===== src/rtl/pulse_stretcher_pkg.sv =====
// Shared definitions for the trigger link: FSM state encoding and default pulse timing
// constants used by both the transmit (stretcher) and receive sides.
package pulse_stretcher_pkg;

  typedef enum logic [1:0] {
    IDLE  = 2'd0,
    DELAY = 2'd1,
    HIGH  = 2'd2,
    GAP   = 2'd3
  } state_e;

  localparam int DEF_MIN_HIGH = 4;
  localparam int DEF_MIN_LOW  = 4;

endpackage


===== src/rtl/pulse_stretcher_if.sv =====
// Trigger-link transmit bundle: request/config inputs towards the stretcher and its status outputs.
interface pulse_stretcher_if #(
  parameter int CNT_W  = 16,
  parameter int MISS_W = 8
);

  logic              trigger;
  logic [CNT_W-1:0]  delay;
  logic [CNT_W-1:0]  width;
  logic              retrig_en;
  logic              abort;
  logic              pulse_out;
  logic              busy;
  logic              done;
  logic [MISS_W-1:0] miss_cnt;

  modport master (
    output trigger, delay, width, retrig_en, abort,
    input  pulse_out, busy, done, miss_cnt
  );

  modport slave (
    input  trigger, delay, width, retrig_en, abort,
    output pulse_out, busy, done, miss_cnt
  );

endinterface


===== src/rtl/pulse_stretcher.sv =====
// Turns a single-cycle trigger into a delayed pulse of at least MIN_HIGH cycles followed by
// at least MIN_LOW low cycles, so a slow synchronizer+edge detector on the far side never misses it.
module pulse_stretcher
  import pulse_stretcher_pkg::*;
#(
  parameter int CNT_W    = 16,
  parameter int MIN_HIGH = DEF_MIN_HIGH,
  parameter int MIN_LOW  = DEF_MIN_LOW,
  parameter int MISS_W   = 8
) (
  input  logic             clk,
  input  logic             rst_n,
  pulse_stretcher_if.slave bus
);

  localparam logic [CNT_W-1:0] MIN_HIGH_C = CNT_W'(MIN_HIGH);
  localparam logic [CNT_W-1:0] GAP_LOAD_C = CNT_W'(MIN_LOW - 1);
  localparam logic [CNT_W-1:0] ONE_C      = CNT_W'(1);

  state_e            state_q, state_d;
  logic [CNT_W-1:0]  cnt_q, cnt_d;
  logic [CNT_W-1:0]  effW_q, effW_d;
  logic [CNT_W-1:0]  effWIn;
  logic              pulse_q, pulse_d;
  logic              done_q, done_d;
  logic              drop;
  logic [MISS_W-1:0] missCnt_q, missCnt_d;

  always_ff @(posedge clk or negedge rst_n) begin
    if (!rst_n) begin
      state_q <= IDLE;
      cnt_q   <= '0;
      effW_q  <= '0;
      pulse_q <= 1'b0;
      done_q  <= 1'b0;
    end else begin
      state_q <= state_d;
      cnt_q   <= cnt_d;
      effW_q  <= effW_d;
      pulse_q <= pulse_d;
      done_q  <= done_d;
    end
  end

  // The counter is loaded with (length - 1) on entry to each timed state and the state is left
  // on the cycle it reads zero, so every phase lasts exactly its programmed number of cycles.
  always_comb begin
    state_d = state_q;
    cnt_d   = cnt_q;
    effW_d  = effW_q;
    pulse_d = pulse_q;
    done_d  = 1'b0;
    drop    = 1'b0;
    effWIn  = (bus.width < MIN_HIGH_C) ? MIN_HIGH_C : bus.width;

    case (state_q)
      IDLE: begin
        if (bus.trigger && !bus.abort) begin
          effW_d = effWIn;
          if (bus.delay == '0) begin
            state_d = HIGH;
            cnt_d   = effWIn - ONE_C;
            pulse_d = 1'b1;
          end else begin
            state_d = DELAY;
            cnt_d   = bus.delay - ONE_C;
          end
        end
      end

      DELAY: begin
        if (bus.abort) begin
          state_d = IDLE;
          cnt_d   = '0;
        end else begin
          drop = bus.trigger;
          if (cnt_q == '0) begin
            state_d = HIGH;
            cnt_d   = effW_q - ONE_C;
            pulse_d = 1'b1;
          end else begin
            cnt_d = cnt_q - ONE_C;
          end
        end
      end

      // A retrigger reloads the latched width rather than the live inputs, keeping the line high.
      HIGH: begin
        if (bus.abort) begin
          state_d = GAP;
          cnt_d   = GAP_LOAD_C;
          pulse_d = 1'b0;
          done_d  = 1'b1;
        end else if (bus.trigger && bus.retrig_en) begin
          cnt_d = effW_q - ONE_C;
        end else begin
          drop = bus.trigger;
          if (cnt_q == '0) begin
            state_d = GAP;
            cnt_d   = GAP_LOAD_C;
            pulse_d = 1'b0;
            done_d  = 1'b1;
          end else begin
            cnt_d = cnt_q - ONE_C;
          end
        end
      end

      GAP: begin
        drop = bus.trigger && !bus.abort;
        if (cnt_q == '0) begin
          state_d = IDLE;
        end else begin
          cnt_d = cnt_q - ONE_C;
        end
      end
    endcase
  end

  always_comb begin
    missCnt_d = missCnt_q;
    if (drop && (missCnt_q != '1)) begin
      missCnt_d = missCnt_q + MISS_W'(1);
    end
  end

  always_ff @(posedge clk or negedge rst_n) begin
    if (!rst_n) begin
      missCnt_q <= '0;
    end else begin
      missCnt_q <= missCnt_d;
    end
  end

  assign bus.pulse_out = pulse_q;
  assign bus.busy      = (state_q != IDLE);
  assign bus.done      = done_q;
  assign bus.miss_cnt  = missCnt_q;

endmodule

===== src/flat_wrapper.sv =====
// flat-port wrapper written by rule: the top's interface ports become plain ports
module pulse_stretcher_flat import pulse_stretcher_pkg::*;
#(
  parameter int CNT_W    = 16,
  parameter int MIN_HIGH = DEF_MIN_HIGH,
  parameter int MIN_LOW  = DEF_MIN_LOW,
  parameter int MISS_W   = 8
)
  (clk, rst_n, bus_trigger, bus_delay, bus_width, bus_retrig_en, bus_abort, bus_pulse_out, bus_busy, bus_done, bus_miss_cnt);
  pulse_stretcher_if #(.CNT_W(CNT_W), .MISS_W(MISS_W)) bus_i ();
  input  logic clk;
  input  logic rst_n;
  input wire logic [$bits(bus_i.trigger)-1:0] bus_trigger;
  input wire logic [$bits(bus_i.delay)-1:0] bus_delay;
  input wire logic [$bits(bus_i.width)-1:0] bus_width;
  input wire logic [$bits(bus_i.retrig_en)-1:0] bus_retrig_en;
  input wire logic [$bits(bus_i.abort)-1:0] bus_abort;
  output wire logic [$bits(bus_i.pulse_out)-1:0] bus_pulse_out;
  output wire logic [$bits(bus_i.busy)-1:0] bus_busy;
  output wire logic [$bits(bus_i.done)-1:0] bus_done;
  output wire logic [$bits(bus_i.miss_cnt)-1:0] bus_miss_cnt;
  assign bus_i.trigger = bus_trigger;
  assign bus_i.delay = bus_delay;
  assign bus_i.width = bus_width;
  assign bus_i.retrig_en = bus_retrig_en;
  assign bus_i.abort = bus_abort;
  assign bus_pulse_out = bus_i.pulse_out;
  assign bus_busy = bus_i.busy;
  assign bus_done = bus_i.done;
  assign bus_miss_cnt = bus_i.miss_cnt;
  pulse_stretcher #(.CNT_W(CNT_W), .MIN_HIGH(MIN_HIGH), .MIN_LOW(MIN_LOW), .MISS_W(MISS_W)) u_core (.clk(clk), .rst_n(rst_n), .bus(bus_i));
endmodule

===== config.mk =====
export PLATFORM = sky130hd
export DESIGN_NAME = pulse_stretcher_flat
export DESIGN_NICKNAME = d
export VERILOG_FILES = /design/src/rtl/pulse_stretcher_pkg.sv /design/src/rtl/pulse_stretcher_if.sv /design/src/rtl/pulse_stretcher.sv /design/src/flat_wrapper.sv
export SDC_FILE = /design/constraint.sdc
export NUM_CORES = 1
export LEC_CHECK = 0
export CAP_MARGIN = 40
export CORE_MARGIN = 2
export CORE_UTILIZATION = 45
export DETAILED_ROUTE_END_ITERATION = 16
export DONT_BUFFER_PORTS = 1
export GPL_TIMING_DRIVEN = 0
export SLEW_MARGIN = 15
export SYNTH_ARGS = -nofsm -noshare
export SYNTH_HDL_FRONTEND = slang
export SYNTH_SLANG_ARGS = --single-unit

===== constraint.sdc =====
create_clock -name clk -period 4 [get_ports clk]
set_input_delay 0.8 -clock clk [delete_from_list [all_inputs] [get_ports clk]]
set_output_delay 0.8 -clock clk [all_outputs]
set_load 0.005 [all_outputs]

==> results.py <==
metrics = {
    "timing": {
        "final_max_slew_viol_count": 0,
        "fin_skew_ns": 0.00647,
        "finalCritPeriodShare_pct": 96.3,
        "slew_headroom_pct": 41.4,
        "fin_crit_ns": 3.85,
        "finalSetupTns_ns": 0,
        "setup_viol": 0,
        "final-hold-violation-count": 0,
        "rsz0062_at_grt": "false",
        "max_freq_mhz": 259,
        "worst_pin_slew_ns": 0.876,
    },
    "synth": {
        "synth.top_cell.area_share_pct": 31.8,
        "synth_fp_nets": 484,
        "syn_area_um2": 3460,
        "ys_seq_area_share_pct": 31.8,
        "synth_flop_cell": "dfrtp_1",
        "synth-edff-count": 0,
        "ys_ff_latch": 44,
        "yosys_warnings": 0,
        "avgSynthCellArea_um2": 7.84,
        "synthDistinctLibCells": 68,
        "synth_top_cell_by_area": "dfrtp_1",
        "syn_inst": 442,
        "synth.area.top_cells": "dfrtp_1 (32%), nand2_1 (7.4%), xnor2_1 (4.8%)",
        "async_reset_ff_share_pct": 100,
    },
    "job": {
        "maxCapViolCount": 0,
    },
    "die": {
        "die_w_um": 91.7,
        "core_um2": 7370,
        "die_h_um": 91.7,
        "die_area_um2": 8420,
        "start_util_pct": 47.0,
        "num_io_pins": 48,
        "rows": 31,
    },
    "worst_setup_path": {
        "rrSetupSlack_ns": 0.82,
        "worst-path-max-fanout": 6,
        "startpoint_type": "primary input",
        "critPathCaptureType": "flip-flop",
        "reg2reg_from": "u_core.state_q[0]",
        "worstPathRequired_ns": 4.19,
        "arrival_ns": 4.04,
        "worstSetupPathType": "primary input to flip-flop",
        "r2r_cells": 7,
        "timing.rr.end": "u_core.cnt_q[7]",
    },
    "cts": {
        "clk_pin_slew_ns": 0.09,
        "root_buffer": "clkbuf_8",
        "clk_path_buf_depth": 2,
        "cts_inserted_buffers": 5,
        "clock_sinks": 44,
        "worstSkewPairLatency_ns": 0.30,
        "cts_tree": "built",
        "cts_htree_levels": 2,
    },
    "min_path": {
        "worstHoldPathType": "primary input to asynchronous set/reset pin",
    },
    "global_routing": {
        "grt_pass1_wl_um": 17800,
        "track_usage_pct": 26.5,
        "grt_overflow_total": 0,
        "grt_pass1_vias": 3396,
        "grt_max_degree": 45,
        "antenna_found_initial": 0,
    },
    "power": {
        "peakVddDrop_mv": 0.233,
        "total_leakage_power_nw": 1.41,
        "power_density_nw_per_um2": 610,
    },
    "route": {
        "wl_per_cell_um": 19.5,
        "via_per_inst": 6.39,
        "drc": 0,
        "num_vias": 3520,
        "drt-initial-drc-count": 333,
        "first_pass_iters": 5,
        "routed_wl_um": 10700,
        "antenna_left": 0,
    },
    "cells_and_area": {
        "antenna_cells_inserted": 0,
        "area_delta_synth_final_pct": 7.87,
        "stdcell_area_um2": 3740,
        "nets": 493,
        "drive_gt1_share_pct": 9.07,
    },
    "place": {
        "io_buffers": 0,
        "dp_hpwl_um": 8170,
        "place_congestion": 0.932,
        "postPlaceCellArea_um2": 3590,
    },
    "outcome": {
        "status": "finished, final reports clean",
    },
}
-- metal layers --
layer	vias to the layer above	track usage, %	wire length (µm)
met5	-	0	0
met4	0	8.08	203
met3	12	4.44	859
met2	173	41.0	4810
met1	1675	38.1	4860
li1	1660	-	-
-- logic make-up after synthesis --
| family | Yosys count | share of synthesized area (%) |
|---|---|---|
| muxes | 2 | 0.650 |
| adders and majority gates | 5 | 1.81 |
| buffers and inverters | 30 | 4.19 |
| xor gates and xnor gates | 26 | 6.57 |
| DFF | 44 | 31.8 |
| AOI/OAI and AO/OA | 134 | 25.9 |
| and+or+nand+nor | 201 | 29.1 |
-- synth_stat cells (all sizes together) (3+ instances only) --
master  number
o21ai       38
xor2         7
nand2       69
a21oi       29
nor3        18
o32ai        7
buf          8
a31oi        4
nor2        40
nand2b       4
a22oi        9
dfrtp       44
o31a         3
and3         4
or3         10
nor3b        4
o22ai        6
clkbuf      10
and2         3
or2          5
o31ai        4
o21a         4
xnor2       19
ha           5
nor4        16
nand4        5
o21bai       3
o211ai       3
nand3        9
o221ai       3
or4          5
a21boi       3
a211oi       3
inv         11
-- cell usage in the layout, fill, tap and decap left out, drive strengths merged, types with 3 or more instances in the layout --
cell type	count
a21boi	3
xor2	7
buf	10
nand2b	4
or4	5
o211ai	3
a211oi	3
and2	3
ha	5
nor3b	4
dfrtp	44
nand2	69
clkbuf	18
nand4	5
or2	5
o31a	3
o21bai	3
a21oi	29
o32ai	7
nor2	40
and3	4
nor4	16
a31oi	4
nand3	9
o221ai	3
nor3	18
o21ai	38
or3	10
o31ai	4
o22ai	6
inv	11
o21a	4
a22oi	9
xnor2	19
-- report_power, final --
group          internal [mW]  switching (mW)
Sequential             0.620           0.197
Clock                  0.141           0.159
Combinational          0.466           0.696
-- how the worst max path moves through the flow --
stage	cells after the start	slack, ns	from	end
after floorplan	12	0.43	bus_width[14]	u_core.cnt_q[12]
after global placement	12	-0.80	bus_delay[1]	u_core.cnt_q[6]
after detailed placement	13	-0.80	bus_delay[1]	u_core.cnt_q[10]
after CTS	12	0.01	bus_width[6]	u_core.cnt_q[10]
after global routing	12	0.002	bus_width[6]	u_core.cnt_q[14]
final	12	0.15	bus_width[6]	u_core.cnt_q[14]
-- cell type report --
class,count,area (µm²)
multi-input cells,368,2260
plain buffers,18,101
clock buffers,8,90.1
well taps,99,124
flip-flops and latches,44,1100
fillers,752,3630
repair buffers,2,11.3
inverters,12,45.0
-- sequential cells by signal, indices dropped and copies added (netlist names) --
| register | flops |
|---|---|
| u_core.cnt_q | 16 |
| u_core.effW_q | 16 |
| u_core.bus.miss_cnt | 8 |
| u_core.bus.done | 1 |
| u_core.state_q | 2 |
| u_core.bus.pulse_out | 1 |
-- per-stage QoR --
step	hold WS, ns	std cells	power, mW	worst slack, ns	util (%)
3_3_place_gp	0.491	541	1.95	-0.801	48.7
6_report	0.176	551	2.28	0.146	50.7
5_1_grt	0.164	551	2.47	0.00178	50.7
4_1_cts	0.169	551	2.27	0.0116	50.2
3_5_place_dp	0.496	542	1.97	-0.803	48.7
2_1_floorplan	0.467	442	1.65	0.432	-
-- worst max-delay path, stage by stage --
cell	delay, ns
nor4_2	0.43
nand4_1	0.22
or2_2	0.36
a31oi_1	0.31
ha_1	0.25
nand2b_1	0.15
nor4_1	0.22
o21ai_1	0.24
a2111oi_0	0.59
xnor2_1	0.17
a21oi_1	0.22
o21ai_1	0.08
-- timing repair --
| item | CTS | global route |
|---|---|---|
| endpoints found under the setup margin | 5 | 3 |
| pin swaps | 1 | 0 |
| setup buffers | 1 | 0 |
| gates resized for setup | 3 | 6 |
| hold buffers | 0 | 0 |
(Power assumes the default switching activity.)
